--- config.mk ---
export PLATFORM = sky130hd
export DESIGN_NAME = ccff_chain_loader
export DESIGN_NICKNAME = d
export VERILOG_FILES = /design/src/rtl/ccff_chain_loader_pkg.sv /design/src/rtl/ccff_chain_loader_serializer.sv /design/src/rtl/ccff_chain_loader.sv
export SDC_FILE = /design/constraint.sdc
export NUM_CORES = 1
export LEC_CHECK = 0
export CORE_MARGIN = 5
export CORE_UTILIZATION = 49
export CTS_CLUSTER_DIAMETER = 30
export CTS_CLUSTER_SIZE = 28
export DETAILED_ROUTE_END_ITERATION = 8
export PLACE_DENSITY = 0.76
export SLEW_MARGIN = 40
export SYNTH_ARGS = -nofsm -noshare
export SYNTH_HDL_FRONTEND = slang
export SYNTH_SLANG_ARGS = --single-unit
--- constraint.sdc ---
create_clock -name prog_clock -period 2.85 [get_ports prog_clock]
set_clock_uncertainty 0.2 [all_clocks]
set_input_delay 0.57 -clock prog_clock [delete_from_list [all_inputs] [get_ports prog_clock]]
set_output_delay 0.57 -clock prog_clock [all_outputs]
set_load 0.01 [all_outputs]
--- src/rtl/ccff_chain_loader_pkg.sv ---
// Shared types and helpers for the configuration-chain loader.
package ccff_loader_pkg;

    typedef enum logic [1:0] {
        IDLE,
        LOAD,
        VERIFY,
        FINISH
    } ccff_ld_state_e;

    // Bitstream words the host must supply for one full pass over the chain.
    function automatic int words_per_pass(input int chain_len, input int word_w);
        return (chain_len + word_w - 1) / word_w;
    endfunction

endpackage

--- src/rtl/ccff_chain_loader_serializer.sv ---
// Word-to-serial converter: one word buffered at a time, shifted out LSB first,
// with one bubble cycle between words while the next word is accepted.
module ccff_word_serializer #(
    parameter int WORD_W = 8,
    parameter int CNT_W  = 7
) (
    input  logic              clk,
    input  logic              rst,
    input  logic              clear,
    input  logic              active,
    input  logic [CNT_W-1:0]  remaining,
    input  logic [WORD_W-1:0] word_in,
    input  logic              word_valid,
    output logic              word_ready,
    output logic              head,
    output logic              enable
);

    localparam int BL_W = $clog2(WORD_W + 1);

    logic [WORD_W-1:0] shreg_q, shreg_d;
    logic [BL_W-1:0]   bits_left_q, bits_left_d;
    logic [BL_W-1:0]   take;
    logic              en_q, en_d;

    assign word_ready = active && (bits_left_q == '0) && (remaining != '0);
    assign head       = shreg_q[0];
    assign enable     = en_q;

    always_comb begin
        shreg_d     = shreg_q;
        bits_left_d = bits_left_q;
        // The final word of a pass only contributes the bits the chain still needs.
        if (32'(remaining) < WORD_W) begin
            take = BL_W'(remaining);
        end else begin
            take = BL_W'(WORD_W);
        end

        if (clear) begin
            shreg_d     = '0;
            bits_left_d = '0;
        end else if (en_q) begin
            shreg_d     = shreg_q >> 1;
            bits_left_d = bits_left_q - 1'b1;
        end else if (word_valid && word_ready) begin
            shreg_d     = word_in;
            bits_left_d = take;
        end
        // Enable is its own flop so the chain sees a clean, glitch-free strobe.
        en_d = (bits_left_d != '0);
    end

    always_ff @(posedge clk or posedge rst) begin
        if (rst) begin
            shreg_q     <= '0;
            bits_left_q <= '0;
            en_q        <= 1'b0;
        end else begin
            shreg_q     <= shreg_d;
            bits_left_q <= bits_left_d;
            en_q        <= en_d;
        end
    end

endmodule

--- src/rtl/ccff_chain_loader.sv ---
// Config-chain loader: streams a bitstream into ccff_head and optionally
// re-streams it while comparing against ccff_tail to confirm the load.
module ccff_chain_loader
    import ccff_loader_pkg::*;
#(
    parameter int CHAIN_LEN = 64,
    parameter int WORD_W    = 8,
    parameter int CNT_W     = $clog2(CHAIN_LEN + 1)
) (
    input  logic              prog_clock,
    input  logic              prog_reset,
    input  logic              start,
    input  logic              verify_en,
    input  logic              abort,
    input  logic [WORD_W-1:0] word_in,
    input  logic              word_valid,
    output logic              word_ready,
    output logic              ccff_head,
    output logic              config_enable,
    input  logic              ccff_tail,
    output logic              busy,
    output logic              done,
    output logic              pass_ok,
    output logic [CNT_W-1:0]  mismatch_cnt
);

    ccff_ld_state_e   state_q, state_d;
    logic             verify_q, verify_d;
    logic [CNT_W-1:0] shift_cnt_q, shift_cnt_d;
    logic [CNT_W-1:0] mismatch_q, mismatch_d;
    logic             pass_ok_q, pass_ok_d;
    logic [CNT_W-1:0] remaining;
    logic             ser_clear, ser_active, ser_head, ser_en;

    assign remaining     = CNT_W'(CHAIN_LEN) - shift_cnt_q;
    assign ser_active    = (state_q == LOAD) || (state_q == VERIFY);
    assign ccff_head     = ser_head;
    assign config_enable = ser_en;
    assign busy          = (state_q != IDLE);
    assign done          = (state_q == FINISH);
    assign pass_ok       = pass_ok_q;
    assign mismatch_cnt  = mismatch_q;

    ccff_word_serializer #(
        .WORD_W (WORD_W),
        .CNT_W  (CNT_W)
    ) u_ser (
        .clk        (prog_clock),
        .rst        (prog_reset),
        .clear      (ser_clear),
        .active     (ser_active),
        .remaining  (remaining),
        .word_in    (word_in),
        .word_valid (word_valid),
        .word_ready (word_ready),
        .head       (ser_head),
        .enable     (ser_en)
    );

    always_comb begin
        state_d     = state_q;
        verify_d    = verify_q;
        shift_cnt_d = shift_cnt_q;
        mismatch_d  = mismatch_q;
        pass_ok_d   = pass_ok_q;
        ser_clear   = 1'b0;

        if (ser_en) begin
            shift_cnt_d = shift_cnt_q + 1'b1;
        end
        // Tail currently holds load-pass bit k while head drives verify-pass bit k.
        if ((state_q == VERIFY) && ser_en && (ccff_tail != ser_head) && (mismatch_q != '1)) begin
            mismatch_d = mismatch_q + 1'b1;
        end

        case (state_q)
            IDLE: begin
                if (start) begin
                    state_d     = LOAD;
                    verify_d    = verify_en;
                    shift_cnt_d = '0;
                    mismatch_d  = '0;
                    pass_ok_d   = 1'b0;
                    ser_clear   = 1'b1;
                end
            end
            LOAD, VERIFY: begin
                if (abort) begin
                    state_d   = IDLE;
                    pass_ok_d = 1'b0;
                    ser_clear = 1'b1;
                end else if (shift_cnt_q == CNT_W'(CHAIN_LEN)) begin
                    shift_cnt_d = '0;
                    ser_clear   = 1'b1;
                    if ((state_q == LOAD) && verify_q) begin
                        state_d = VERIFY;
                    end else begin
                        state_d   = FINISH;
                        pass_ok_d = verify_q && (mismatch_q == '0);
                    end
                end
            end
            FINISH: begin
                state_d = IDLE;
            end
            default: begin
                state_d = IDLE;
            end
        endcase
    end

    always_ff @(posedge prog_clock or posedge prog_reset) begin
        if (prog_reset) begin
            state_q     <= IDLE;
            verify_q    <= 1'b0;
            shift_cnt_q <= '0;
            mismatch_q  <= '0;
            pass_ok_q   <= 1'b0;
        end else begin
            state_q     <= state_d;
            verify_q    <= verify_d;
            shift_cnt_q <= shift_cnt_d;
            mismatch_q  <= mismatch_d;
            pass_ok_q   <= pass_ok_d;
        end
    end

endmodule

==> impl_results.html, run 1 <==
<table>
<tr><th>Metric</th><th>Value</th></tr>
<tr><th colspan="2">Worst setup path</th></tr>
<tr><td>Critical register-to-register path endpoint</td><td>u_ser.enable$_DFF_PP0_</td></tr>
<tr><td>Critical path class</td><td>reg -&gt; out</td></tr>
<tr><td>Critical R2R Launch</td><td>shift_cnt_q[1]$_DFF_PP0_</td></tr>
<tr><td>Crit path max fanout</td><td>2</td></tr>
<tr><td>Worst setup slack for register-to-register paths</td><td>0.18 ns</td></tr>
<tr><td>R2R cell count</td><td>9</td></tr>
<tr><td>Crit end category</td><td>output port</td></tr>
<tr><td>Required time worst endpoint</td><td>2.08 ns</td></tr>
<tr><td>Startpoint type of the worst setup path</td><td>flop</td></tr>
<tr><td>Arrival time of the worst setup path</td><td>1.94 ns</td></tr>
<tr><th colspan="2">Timing</th></tr>
<tr><td>Fmax achieved</td><td>0.369 GHz</td></tr>
<tr><td>Tcrit/Tclk final</td><td>a little over nine tenths</td></tr>
<tr><td>Actual transition at the worst max-transition pin</td><td>0.398 ns</td></tr>
<tr><td>Finish-stage setup viols</td><td>0</td></tr>
<tr><td>Final Hold Fails</td><td>0</td></tr>
<tr><td>Max-Slew Margin vs Limit</td><td>between 70% and 80%</td></tr>
<tr><td>Number of max-slew violations in the final report</td><td>0</td></tr>
<tr><td>Post-layout min period</td><td>2.71 ns</td></tr>
<tr><td>Setup repair after global routing missed its margin</td><td>false</td></tr>
<tr><td>Final total negative setup slack</td><td>0 ns</td></tr>
<tr><th colspan="2">Route</th></tr>
<tr><td>First-pass iteration count of the detailed router</td><td>4</td></tr>
<tr><td>Wirelength per Cell</td><td>14.4 microns</td></tr>
<tr><td>WL final</td><td>4070 microns</td></tr>
<tr><td>Vias post-DR</td><td>~1500</td></tr>
<tr><td>Post-detailed-route DRC marker count</td><td>0</td></tr>
<tr><td>Antenna-violating nets left</td><td>0</td></tr>
<tr><td>First-iteration detailed-routing DRC count</td><td>45</td></tr>
<tr><td>Vias per std cell</td><td>5.29</td></tr>
<tr><th colspan="2">Cells and area</th></tr>
<tr><td>Final std cells w/o fill</td><td>282</td></tr>
<tr><td># diodes</td><td>0</td></tr>
<tr><td>Area taken by flip-flops and latches</td><td>around 780 sq um</td></tr>
<tr><td>Filler cell count</td><td>319</td></tr>
<tr><td>Multi-input gate area in the final layout</td><td>1030 sq um</td></tr>
<tr><td>Share of the core filled with cells</td><td>64.3%</td></tr>
<tr><td>Fraction of layout cells with a size suffix above 1</td><td>16.2%</td></tr>
<tr><td>Final net count</td><td>258</td></tr>
<tr><td>Layout area overhead</td><td>25.2%</td></tr>
<tr><th colspan="2">Floorplanning</th></tr>
<tr><td>DIE AREA</td><td>5210 sq um</td></tr>
<tr><td>Starting density of the core</td><td>between 50% and 60%</td></tr>
<tr><td>Row Count</td><td>22</td></tr>
<tr><td>Ports</td><td>28</td></tr>
<tr><td>Area of the core</td><td>3690 sq um</td></tr>
<tr><td>Die boundary width</td><td>roughly 72 microns</td></tr>
<tr><td>Die height</td><td>72.2 microns</td></tr>
<tr><th colspan="2">Worst hold path</th></tr>
<tr><td>Hold Startpoint</td><td>u_ser.shreg_q[6]$_DFFE_PP0P_</td></tr>
<tr><td>HP Class</td><td>reg -&gt; reg</td></tr>
<tr><td>Hold Crit Depth</td><td>2</td></tr>
<tr><td>Worst hold path endpoint</td><td>u_ser.shreg_q[5]$_DFFE_PP0P_</td></tr>
<tr><th colspan="2">Global routing</th></tr>
<tr><td>Global-route wire length before repair</td><td>6760 microns</td></tr>
<tr><td>Vias in the first global route</td><td>1493</td></tr>
<tr><td>Pin count of the biggest net entering global routing</td><td>32</td></tr>
<tr><td>Total track usage</td><td>16.7%</td></tr>
<tr><td>Overflow left after global routing</td><td>0</td></tr>
<tr><td>Initial antenna violation count</td><td>0</td></tr>
<tr><th colspan="2">Synthesis</th></tr>
<tr><td>Number of standard cells after synthesis</td><td>~190</td></tr>
<tr><td>YS warnings</td><td>0</td></tr>
<tr><td>Net count after synthesis</td><td>217</td></tr>
<tr><td>Number of library cell types mapped by synthesis</td><td>between 40 and 50</td></tr>
<tr><td>Average size of a mapped cell</td><td>9.86 sq um</td></tr>
<tr><td>Count of state elements after synthesis</td><td>31</td></tr>
<tr><td>Cell area after synthesis</td><td>~1900 sq um</td></tr>
<tr><td>Share of synthesized area occupied by flip-flops and latches</td><td>41.0%</td></tr>
<tr><th colspan="2">Outcome</th></tr>
<tr><td>Outcome</td><td>complete, no violations</td></tr>
<tr><th colspan="2">Flow run</th></tr>
<tr><td>Maximum Capacitance Violations</td><td>0</td></tr>
<tr><th colspan="2">Clock network</th></tr>
<tr><td>H-tree levels</td><td>2</td></tr>
<tr><td>Total number of clock tree sinks</td><td>31</td></tr>
<tr><td>Maximum number of buffers from clock root to sink</td><td>2</td></tr>
<tr><td>Reg clk slew, reported paths</td><td>0.07 ns</td></tr>
<tr><td>Clock root buffer master</td><td>clkbuf_8</td></tr>
<tr><td>Worst skew pair latency</td><td>0.29 ns</td></tr>
<tr><td>Post-CTS setup buffer count</td><td>0</td></tr>
<tr><td>Hold buffer count at CTS</td><td>0</td></tr>
<tr><td>Total clock buffers created by CTS</td><td>5</td></tr>
<tr><td>CTS tree</td><td>done</td></tr>
<tr><th colspan="2">Power and ir drop</th></tr>
<tr><td>Total power density per cell area</td><td>742 nW/um^2</td></tr>
<tr><td>Leakage component of the power</td><td>1.11 nW</td></tr>
<tr><td>Peak VDD IR</td><td>0.000310 V</td></tr>
<tr><th colspan="2">Placement</th></tr>
<tr><td>Number of buffers added on ports</td><td>27</td></tr>
<tr><td>Placer congestion estimate</td><td>0.783</td></tr>
<tr><td>Placed instance count</td><td>approximately 270</td></tr>
<tr><td>Final HPWL from detailed placement</td><td>3020 microns</td></tr>
</table>
-- report_power, final --
part / leakage (nW) / switching [mW] / internal, mW
sequential: 0.415 / 0.0692 / 0.522
clock: 0.0412 / 0.173 / 0.170
combinational: 0.653 / 0.424 / 0.401
-- flip-flops by register name, indices dropped and copies added, names as in the netlist --
| register | flops |
|---|---|
| u_ser.shreg_q | 8 |
| pass_ok | 1 |
| u_ser.bits_left_q | 4 |
| verify_q | 1 |
| shift_cnt_q | 7 |
| mismatch_cnt | 7 |
| state_q | 2 |
| u_ser.enable | 1 |
-- Yosys cell counts (all sizes together) --
cell | count | area, sq um
dfrtp | 31 | 776
nor2 | 29 | 109
nand2 | 14 | 52.6
ha | 10 | 125
inv | 10 | 37.5
mux2i | 10 | 100
xor2 | 9 | 78.8
a21oi | 8 | 51.3
xnor2 | 8 | 70.1
mux2 | 7 | 78.8
buf | 6 | 51.3
nand2b | 6 | 37.5
o21ai | 5 | 28.8
nand4 | 4 | 25.0
nor3 | 3 | 15.0
and2 | 2 | 12.5
and3 | 2 | 12.5
and4 | 2 | 17.5
clkbuf | 2 | 7.51
nand3 | 2 | 10.0
nor2b | 2 | 12.5
nor4 | 2 | 12.5
o311a | 2 | 21.3
a211oi | 1 | 7.51
a21boi | 1 | 7.51
a21o | 1 | 7.51
a221oi | 1 | 8.76
a311oi | 1 | 8.76
a31oi | 1 | 6.26
a32oi | 1 | 8.76
a41oi | 1 | 8.76
nor4b | 1 | 23.8
nor4bb | 1 | 10.0
o21ba | 1 | 10.0
o31a | 1 | 8.76
o31ai | 1 | 7.51
or2b | 1 | 7.51
or3b | 1 | 11.3
or4 | 1 | 7.51
-- kinds of logic (layout without fill, tap and decap cells) --
family / after synthesis / count (layout) / synth area share, %
AND/OR/NAND/NOR: 73 / 73 / 19.9
adder cells (fa/ha/maj): 10 / 10 / 6.61
XOR/XNOR: 17 / 17 / 7.87
AO/OA/AOI/OAI: 26 / 26 / 10.1
multiplexers: 17 / 17 / 9.45
buffers and inverters: 18 / 60 / 5.09
flip-flops: 31 / 31 / 41.0
-- worst max-delay path by stage --
stage	start	endpoint	slack, ns	depth (start not counted)
2_1_floorplan	state_q[1]$_DFFE_PP0P_	u_ser.enable$_DFF_PP0_	0.21	9
3_3_place_gp	shift_cnt_q[1]$_DFF_PP0_	word_ready	0.05	7
3_5_place_dp	shift_cnt_q[1]$_DFF_PP0_	word_ready	0.05	7
4_1_cts	shift_cnt_q[1]$_DFF_PP0_	word_ready	0.01	7
5_1_grt	shift_cnt_q[1]$_DFF_PP0_	word_ready	0.007	7
6_report	shift_cnt_q[1]$_DFF_PP0_	word_ready	0.14	7
-- timing repair --
item,4_1_cts,5_1_grt
setup endpoints to repair,1,2
hold endpoints to repair,0,0
pin swaps,0,0
gates resized for setup,1,4
-- placed cells by master (no fill, tap or decap), types with 2 or more instances in the layout --
cell	instances
and2_1	2
xor2_1	9
nand2b_1	6
nand4_1	4
nand3_1	2
nor4_1	2
a21oi_1	7
and4_1	2
o21ai_0	4
nand2_1	14
clkbuf_8	5
buf_4	15
xnor2_1	8
dfrtp_1	31
nor2_1	29
mux2_2	7
nor3_1	3
inv_1	10
clkdlybuf4s50_1	26
mux2i_1	10
and3_1	2
ha_1	10
nor2b_1	2
-- layer usage --
layer	up-vias	wire length (microns)	track usage (%)	part of all wire, %
met5	-	0	0	0
met4	0	52	6.89	1.3
met3	7	142	3.60	3.5
met2	21	1960	27.3	48
met1	721	1920	21.3	47
li1	742	-	-	-
-- per-stage QoR --
step	hold slack [ns]	worst slack (ns)	power [mW]	area (sq um)
after floorplan	0.285	0.209	1.16	1890
after detailed placement	0.307	0.0460	1.42	2280
final	0.319	0.137	1.76	2370
after global routing	0.359	0.00746	1.90	2370
after CTS	0.329	0.0107	1.76	2360
after global placement	0.303	0.0505	1.40	2280
-- final cells by class --
| class | instances | area share (%) |
|---|---|---|
| clock buffers | 6 | 3.06 |
| clock inverters | 2 | 0.528 |
| inverters | 10 | 1.58 |
| multi-input cells | 143 | 43.6 |
| flip-flops and latches | 31 | 32.7 |
| well taps | 48 | 2.53 |
| repair buffers | 42 | 15.9 |
-- critical path: stages (launching register included) --
cell,delay (ns)
dfrtp_1,0.39
inv_1,0.06
ha_1,0.15
or3b_4,0.41
a32oi_2,0.21
nor2_1,0.09
a21boi_0,0.19
clkbuf_2,0.17
(Power assumes the default switching activity.)
==> run 2, diff against run 1 <==
REMOVE_ABC_BUFFERS = 1   (was unset)
==> impl_results.html, run 2 (synthesis gave the netlist of run 1 again) <==
<table>
<tr><th>Metric</th><th>Value</th></tr>
<tr><th colspan="2">Floorplanning</th></tr>
<tr><td>Area of the core</td><td>3690 sq um</td></tr>
<tr><td>Starting density of the core</td><td>about half</td></tr>
<tr><td>DIE AREA</td><td>5210 sq um</td></tr>
<tr><td>Die boundary width</td><td>just over 70 microns</td></tr>
<tr><td>Row Count</td><td>22</td></tr>
<tr><td>Ports</td><td>28</td></tr>
<tr><td>Die height</td><td>slightly above 70 microns</td></tr>
<tr><th colspan="2">Clock network</th></tr>
<tr><td>Maximum number of buffers from clock root to sink</td><td>2</td></tr>
<tr><td>Reg clk slew, reported paths</td><td>0.07 ns</td></tr>
<tr><td>Total clock buffers created by CTS</td><td>5</td></tr>
<tr><td>CTS tree</td><td>done</td></tr>
<tr><td>Clock root buffer master</td><td>clkbuf_8</td></tr>
<tr><td>Worst skew pair latency</td><td>0.28 ns</td></tr>
<tr><td>Hold buffer count at CTS</td><td>0</td></tr>
<tr><td>H-tree levels</td><td>2</td></tr>
<tr><td>Post-CTS setup buffer count</td><td>0</td></tr>
<tr><td>Total number of clock tree sinks</td><td>31</td></tr>
<tr><th colspan="2">Timing</th></tr>
<tr><td>Setup repair after global routing missed its margin</td><td>true</td></tr>
<tr><td>Tcrit/Tclk final</td><td>95.8%</td></tr>
<tr><td>Final Hold Fails</td><td>0</td></tr>
<tr><td>Max-Slew Margin vs Limit</td><td>68.8%</td></tr>
<tr><td>Fmax achieved</td><td>roughly 0.37 GHz</td></tr>
<tr><td>Finish-stage setup viols</td><td>0</td></tr>
<tr><td>Actual transition at the worst max-transition pin</td><td>between 0.4 and 0.5 ns</td></tr>
<tr><td>Number of max-slew violations in the final report</td><td>0</td></tr>
<tr><td>Post-layout min period</td><td>2.73 ns</td></tr>
<tr><td>Final-layout worst hold slack</td><td>0.310 ns</td></tr>
<tr><th colspan="2">Global routing</th></tr>
<tr><td>Met3 track demand over resource in global routing</td><td>under 10%</td></tr>
<tr><td>Vias in the first global route</td><td>1476</td></tr>
<tr><td>Met2 track demand over resource</td><td>26.9%</td></tr>
<tr><td>Initial antenna violation count</td><td>0</td></tr>
<tr><td>GR Layer Usage met1</td><td>21.2%</td></tr>
<tr><td>Pin count of the biggest net entering global routing</td><td>32</td></tr>
<tr><td>Overflow left after global routing</td><td>0</td></tr>
<tr><td>Total track usage</td><td>between 15 and 20%</td></tr>
<tr><td>Most utilized layer in the global route result</td><td>met2</td></tr>
<tr><td>Global-route wire length before repair</td><td>about 6900 microns</td></tr>
<tr><th colspan="2">Cells and area</th></tr>
<tr><td>Fraction of layout cells with a size suffix above 1</td><td>16.6%</td></tr>
<tr><td># diodes</td><td>0</td></tr>
<tr><td>Final net count</td><td>259</td></tr>
<tr><td>Most flop-heavy register</td><td>u_ser.shreg_q</td></tr>
<tr><td>Commonest non-fill, non-tap cell in the layout</td><td>dfrtp_1</td></tr>
<tr><td>Layout area overhead</td><td>26.1%</td></tr>
<tr><td>Number of flip-flops in the largest register</td><td>8</td></tr>
<tr><td>Most used cells in the layout excluding fill and tap cells</td><td>dfrtp_1 (31), nor2_1 (29), clkdlybuf4s50_1 (26)</td></tr>
<tr><td>Non-Filler Cell Area, Final</td><td>roughly 2400 sq um</td></tr>
<tr><th colspan="2">Placement</th></tr>
<tr><td>Final HPWL from detailed placement</td><td>around 2900 microns</td></tr>
<tr><td>Area post-placement</td><td>2280 sq um</td></tr>
<tr><td>Placer congestion estimate</td><td>0.790</td></tr>
<tr><td>Number of buffers added on ports</td><td>27</td></tr>
<tr><th colspan="2">Worst setup path</th></tr>
<tr><td>Crit-path cells</td><td>inv_1 -&gt; ha_1 -&gt; or3b_4 -&gt; buf_4 -&gt; nor4b_4 -&gt; o21ai_2 -&gt; a21o_1 -&gt; and3_1 -&gt; or4_1</td></tr>
<tr><td>Largest incremental delay on the critical path</td><td>about 0.5 ns</td></tr>
<tr><td>Crit path max fanout</td><td>2</td></tr>
<tr><td>Slowest cell on the critical path</td><td>or4_1</td></tr>
<tr><td>Critical path class</td><td>reg -&gt; reg</td></tr>
<tr><td>Startpoint type of the worst setup path</td><td>flop</td></tr>
<tr><td>Crit end category</td><td>flop</td></tr>
<tr><td>Arrival time of the worst setup path</td><td>2.69 ns</td></tr>
<tr><td>Required time worst endpoint</td><td>2.80 ns</td></tr>
<tr><th colspan="2">Outcome</th></tr>
<tr><td>Outcome</td><td>complete, no violations</td></tr>
<tr><th colspan="2">Power and ir drop</th></tr>
<tr><td>Leakage component of the power</td><td>roughly 1.1 nW</td></tr>
<tr><td>Post-layout total power</td><td>1.80 mW</td></tr>
<tr><td>Sequential Power Share</td><td>about a third</td></tr>
<tr><td>Switching power share of the total</td><td>37.8%</td></tr>
<tr><td>Peak VDD IR</td><td>0.000498 V</td></tr>
<tr><td>Cell-internal power</td><td>~1.1 mW</td></tr>
<tr><td>Switch Pwr</td><td>between 600 and 700 uW</td></tr>
<tr><td>Portion of total power attributed to combinational logic</td><td>47.0%</td></tr>
<tr><td>Total power density per cell area</td><td>752 nW/um^2</td></tr>
<tr><td>Clock power frac</td><td>~19%</td></tr>
<tr><th colspan="2">Flow run</th></tr>
<tr><td>Maximum Capacitance Violations</td><td>0</td></tr>
<tr><th colspan="2">Route</th></tr>
<tr><td>First-pass iteration count of the detailed router</td><td>4</td></tr>
<tr><td>Vias per std cell</td><td>5.33</td></tr>
<tr><td>First-iteration detailed-routing DRC count</td><td>around 100</td></tr>
<tr><td>WL final</td><td>between 3000 and 4000 microns</td></tr>
<tr><td>Post-detailed-route DRC marker count</td><td>0</td></tr>
<tr><td>Antenna-violating nets left</td><td>0</td></tr>
<tr><td>Wirelength per Cell</td><td>approximately 14 microns</td></tr>
<tr><td>Vias post-DR</td><td>1509</td></tr>
<tr><th colspan="2">Worst hold path</th></tr>
<tr><td>HP Class</td><td>reg -&gt; reg</td></tr>
</table>
-- run 2: cell types whose count changed in the layout (fill, tap and decap cells not counted) --
cell      before  now
nor4bb_2       1    0
nor4bb_4       0    1
buf_4         15   16
-- run 2: worst paths after layout --
path | start | to | slack, ns | cells after the start
worst min-delay path | pass_ok$_DFFE_PP0P_ | pass_ok$_DFFE_PP0P_ | 0.31 | 2
worst max register to register | shift_cnt_q[1]$_DFF_PP0_ | u_ser.enable$_DFF_PP0_ | 0.12 | 9
worst min register to register | pass_ok$_DFFE_PP0P_ | pass_ok$_DFFE_PP0P_ | 0.31 | 2
worst max-delay path | shift_cnt_q[1]$_DFF_PP0_ | u_ser.enable$_DFF_PP0_ | 0.12 | 9
min in group asynchronous | prog_reset | u_ser.shreg_q[3]$_DFFE_PP0P_ | 0.46 | 3
max in group asynchronous | prog_reset | state_q[1]$_DFFE_PP0P_ | 1.70 | 3
-- run 2: cell type report --
type,count,area (sq um)
fill,321,1300
clock inverter,2,12.5
sequential,31,776
tap,48,60.1
multi-input combinational,143,1040
inverter,10,37.5
timing repair buffer,43,385
clock buffer,6,72.6
-- run 2: power by group through the flow --
| stage | Combinational, mW | Sequential, mW | Clock, mW |
|---|---|---|---|
| 3_5_place_dp | 0.827 | 0.606 | 0 |
| 3_3_place_gp | 0.801 | 0.605 | 0 |
| 4_1_cts | 0.824 | 0.598 | 0.358 |
| 2_1_floorplan | 0.492 | 0.630 | 0 |
| 6_report | 0.845 | 0.604 | 0.347 |
| 5_1_grt | 0.954 | 0.619 | 0.376 |
-- run 2: timing repair --
item / CTS / global route
gates resized for setup: 1 / 5
hold endpoints to repair: 0 / 0
cloned: 0 / 0
setup endpoints to repair: 1 / 9
-- run 2: routing by layer --
| layer | share of wire, % | vias up |
|---|---|---|
| li1 | - | 744 |
| met1 | 45 | 720 |
| met2 | 48 | 33 |
| met3 | 5.0 | 12 |
| met4 | 2.4 | 0 |
| met5 | 0 | - |
-- run 2: per-stage QoR --
stage | std cells | TNS [ns] | utilization [%] | setup WS [ns]
finish | 283 | 0 | 64.7 | 0.119
global placement | 275 | 0 | 61.9 | 0.121
global route | 283 | -0.0464 | 64.7 | -0.0464
floorplan | 184 | 0 | - | 0.107
CTS | 283 | 0 | 64.2 | 0.0144
detailed placement | 275 | 0 | 61.9 | 0.0396
-- run 2: critical path, delay by kind of cell (launching register included) --
family                   cells  cell delay (ns)
buffers and inverters        2             0.21
adder cells (fa/ha/maj)      1             0.17
AO/OA/AOI/OAI                2             0.34
AND/OR/NAND/NOR              4             1.31
flip-flops                   1             0.37
==> run 3, diff against run 2 <==
CORE_UTILIZATION = 55   (was 49)
CTS_BUF_LIST = sky130_fd_sc_hd__clkbuf_2 sky130_fd_sc_hd__clkbuf_4 sky130_fd_sc_hd__clkbuf_8   (was unset)
PLACE_DENSITY = 0.82   (was 0.76)
clock period = 3.3 ns   (was 2.85 ns; I/O delays follow)
==> impl_results.html, run 3 (synthesis gave the netlist of run 1 again) <==
<table>
<tr><th>Metric</th><th>Value</th></tr>
<tr><th colspan="2">Placement</th></tr>
<tr><td>Placed instance count</td><td>262</td></tr>
<tr><td>Final HPWL from detailed placement</td><td>2680 microns</td></tr>
<tr><td>Number of buffers added on ports</td><td>27</td></tr>
<tr><td>Worst setup timing slack at the placement stage</td><td>0.205 ns</td></tr>
<tr><td>Placer congestion estimate</td><td>0.831</td></tr>
<tr><th colspan="2">Timing</th></tr>
<tr><td>Finish-stage setup viols</td><td>0</td></tr>
<tr><td>Final Hold Fails</td><td>0</td></tr>
<tr><td>Final total negative setup slack</td><td>0 ns</td></tr>
<tr><td>Setup repair after global routing missed its margin</td><td>false</td></tr>
<tr><td>Final-layout worst hold slack</td><td>between 0.3 and 0.4 ns</td></tr>
<tr><td>Fmax achieved</td><td>0.317 GHz</td></tr>
<tr><td>Actual transition at the worst max-transition pin</td><td>0.579 ns</td></tr>
<tr><td>Max-Slew Margin vs Limit</td><td>61.2%</td></tr>
<tr><td>Post-layout min period</td><td>3.15 ns</td></tr>
<tr><td>Number of max-slew violations in the final report</td><td>0</td></tr>
<tr><td>Final setup margin</td><td>0.149 ns</td></tr>
<tr><td>Tcrit/Tclk final</td><td>95.5%</td></tr>
<tr><th colspan="2">Route</th></tr>
<tr><td>First-iteration detailed-routing DRC count</td><td>about 130</td></tr>
<tr><td>Antenna-violating nets left</td><td>0</td></tr>
<tr><td>Wirelength per Cell</td><td>13.7 microns</td></tr>
<tr><td>WL final</td><td>3710 microns</td></tr>
<tr><td>Vias post-DR</td><td>~1500</td></tr>
<tr><td>First-pass iteration count of the detailed router</td><td>4</td></tr>
<tr><td>Post-detailed-route DRC marker count</td><td>0</td></tr>
<tr><td>Vias per std cell</td><td>~5.4</td></tr>
<tr><th colspan="2">Global routing</th></tr>
<tr><td>Overflow left after global routing</td><td>0</td></tr>
<tr><td>Initial antenna violation count</td><td>0</td></tr>
<tr><td>Vias in the first global route</td><td>1432</td></tr>
<tr><td>Pin count of the biggest net entering global routing</td><td>32</td></tr>
<tr><td>Total track usage</td><td>18.3%</td></tr>
<tr><td>Global-route wire length before repair</td><td>6430 microns</td></tr>
<tr><th colspan="2">Outcome</th></tr>
<tr><td>Outcome</td><td>complete, no violations</td></tr>
<tr><th colspan="2">Clock network</th></tr>
<tr><td>CTS tree</td><td>done</td></tr>
<tr><td>Total clock buffers created by CTS</td><td>5</td></tr>
<tr><td>Reg clk slew, reported paths</td><td>0.09 ns</td></tr>
<tr><td>Maximum number of buffers from clock root to sink</td><td>2</td></tr>
<tr><td>Post-CTS setup buffer count</td><td>0</td></tr>
<tr><td>Hold buffer count at CTS</td><td>0</td></tr>
<tr><td>H-tree levels</td><td>2</td></tr>
<tr><td>Total number of clock tree sinks</td><td>31</td></tr>
<tr><td>Worst skew pair latency</td><td>0.33 ns</td></tr>
<tr><td>Clock root buffer master</td><td>clkbuf_4</td></tr>
<tr><th colspan="2">Cells and area</th></tr>
<tr><td>Fraction of layout cells with a size suffix above 1</td><td>between 10% and 20%</td></tr>
<tr><td>Number of flip-flops in the largest register</td><td>8</td></tr>
<tr><td>Most used cells in the layout excluding fill and tap cells</td><td>dfrtp_1 (30), nor2_1 (29), clkdlybuf4s50_1 (26)</td></tr>
<tr><td># diodes</td><td>0</td></tr>
<tr><td>Layout area overhead</td><td>19.8%</td></tr>
<tr><td>Most flop-heavy register</td><td>u_ser.shreg_q</td></tr>
<tr><td>Final std cells w/o fill</td><td>270</td></tr>
<tr><td>Area taken by flip-flops and latches</td><td>777 sq um</td></tr>
<tr><td>Final net count</td><td>248</td></tr>
<tr><td>Share of the core filled with cells</td><td>67.9%</td></tr>
<tr><td>Commonest non-fill, non-tap cell in the layout</td><td>dfrtp_1</td></tr>
<tr><td>Multi-input gate area in the final layout</td><td>1030 sq um</td></tr>
<tr><td>Filler cell count</td><td>269</td></tr>
<tr><th colspan="2">Floorplanning</th></tr>
<tr><td>DIE AREA</td><td>4720 sq um</td></tr>
<tr><td>Starting density of the core</td><td>a little under three fifths</td></tr>
<tr><td>Die height</td><td>68.7 microns</td></tr>
<tr><td>Die boundary width</td><td>68.7 microns</td></tr>
<tr><td>Area of the core</td><td>3340 sq um</td></tr>
<tr><td>Ports</td><td>28</td></tr>
<tr><td>Row Count</td><td>21</td></tr>
<tr><th colspan="2">Worst hold path</th></tr>
<tr><td>Hold Startpoint</td><td>pass_ok$_DFFE_PP0P_</td></tr>
<tr><td>Worst hold path endpoint</td><td>pass_ok$_DFFE_PP0P_</td></tr>
<tr><td>HP Class</td><td>reg -&gt; reg</td></tr>
<tr><td>Hold Crit Depth</td><td>2</td></tr>
<tr><th colspan="2">Worst setup path</th></tr>
<tr><td>Crit end category</td><td>output port</td></tr>
<tr><td>Startpoint type of the worst setup path</td><td>flop</td></tr>
<tr><td>Crit path max fanout</td><td>6</td></tr>
<tr><td>Required time worst endpoint</td><td>about 2.4 ns</td></tr>
<tr><td>R2R cell count</td><td>8</td></tr>
<tr><td>Worst setup slack for register-to-register paths</td><td>~0.38 ns</td></tr>
<tr><td>Critical register-to-register path endpoint</td><td>u_ser.enable$_DFF_PP0_</td></tr>
<tr><td>Critical R2R Launch</td><td>shift_cnt_q[1]$_DFF_PP0_</td></tr>
<tr><td>Arrival time of the worst setup path</td><td>2.29 ns</td></tr>
<tr><td>Critical path class</td><td>reg -&gt; out</td></tr>
<tr><th colspan="2">Power and ir drop</th></tr>
<tr><td>Peak VDD IR</td><td>0.000345 V</td></tr>
<tr><td>Portion of total power attributed to combinational logic</td><td>46.7%</td></tr>
<tr><td>Switch Pwr</td><td>approximately 540 uW</td></tr>
<tr><td>Cell-internal power</td><td>860 uW</td></tr>
<tr><td>Leakage component of the power</td><td>about 1.1 nW</td></tr>
<tr><td>Sequential Power Share</td><td>a little under two fifths</td></tr>
<tr><td>Total power density per cell area</td><td>617 nW/um^2</td></tr>
<tr><td>Clock power frac</td><td>16.3%</td></tr>
<tr><td>Switching power share of the total</td><td>approximately two fifths</td></tr>
<tr><th colspan="2">Flow run</th></tr>
<tr><td>Maximum Capacitance Violations</td><td>0</td></tr>
</table>
-- run 3: changes by cell type in the layout (fill, tap and decap cells not counted), sizes merged --
cell	delta
buf	-11
dlygate4sd2	+1
clkinvlp	-1
-- run 3: how the worst max path moves through the flow --
stage	start	end	slack (ns)
after global routing	shift_cnt_q[1]$_DFF_PP0_	word_ready	0.003
after global placement	shift_cnt_q[1]$_DFF_PP0_	word_ready	0.27
after detailed placement	shift_cnt_q[1]$_DFF_PP0_	word_ready	0.20
after floorplan	state_q[1]$_DFFE_PP0P_	u_ser.enable$_DFF_PP0_	0.56
final	shift_cnt_q[1]$_DFF_PP0_	word_ready	0.15
after CTS	shift_cnt_q[1]$_DFF_PP0_	word_ready	0.14
-- run 3: timing repair --
action                     CTS  global route
setup endpoints to repair    1             1
resized for setup            2             2
hold endpoints to repair     0             0
-- run 3: power by group through the flow --
stage / sequential (mW) / combinational [mW] / clock, mW
2_1_floorplan: 0.544 / 0.425 / 0
6_report: 0.518 / 0.652 / 0.228
3_3_place_gp: 0.520 / 0.638 / 0
5_1_grt: 0.528 / 0.732 / 0.255
4_1_cts: 0.516 / 0.653 / 0.234
3_5_place_dp: 0.522 / 0.652 / 0
-- run 3: final cells by class --
class	instances	area share [%]
flip-flops and latches	31	34.3
inverters	10	1.66
clock inverters	1	0.221
well taps	46	2.54
repair buffers	32	13.5
clock buffers	7	2.32
multi-input cells	143	45.5
-- run 3: metrics by stage --
stage	power, mW	area, sq um
after floorplan	0.969	1830
after global placement	1.16	2200
after detailed placement	1.17	2200
after CTS	1.40	2260
after global routing	1.51	2270
final	1.40	2270
-- run 3: critical path, cell delays in order (launching register included) --
cell and delay [ns]:
dfrtp_2 0.45, inv_1 0.08, ha_2 0.20, or3b_4 0.42, a32oi_2 0.22, nor2_1 0.13
a21boi_0 0.18, dlygate4sd2_1 0.28
-- run 3: layer usage --
metal | vias to the layer above | GRT usage [%] | routed length, microns
met5 | - | 0 | 0
met4 | 0 | 6.20 | 53
met3 | 8 | 6.00 | 182
met2 | 33 | 30.3 | 1780
met1 | 684 | 22.2 | 1690
li1 | 731 | - | -
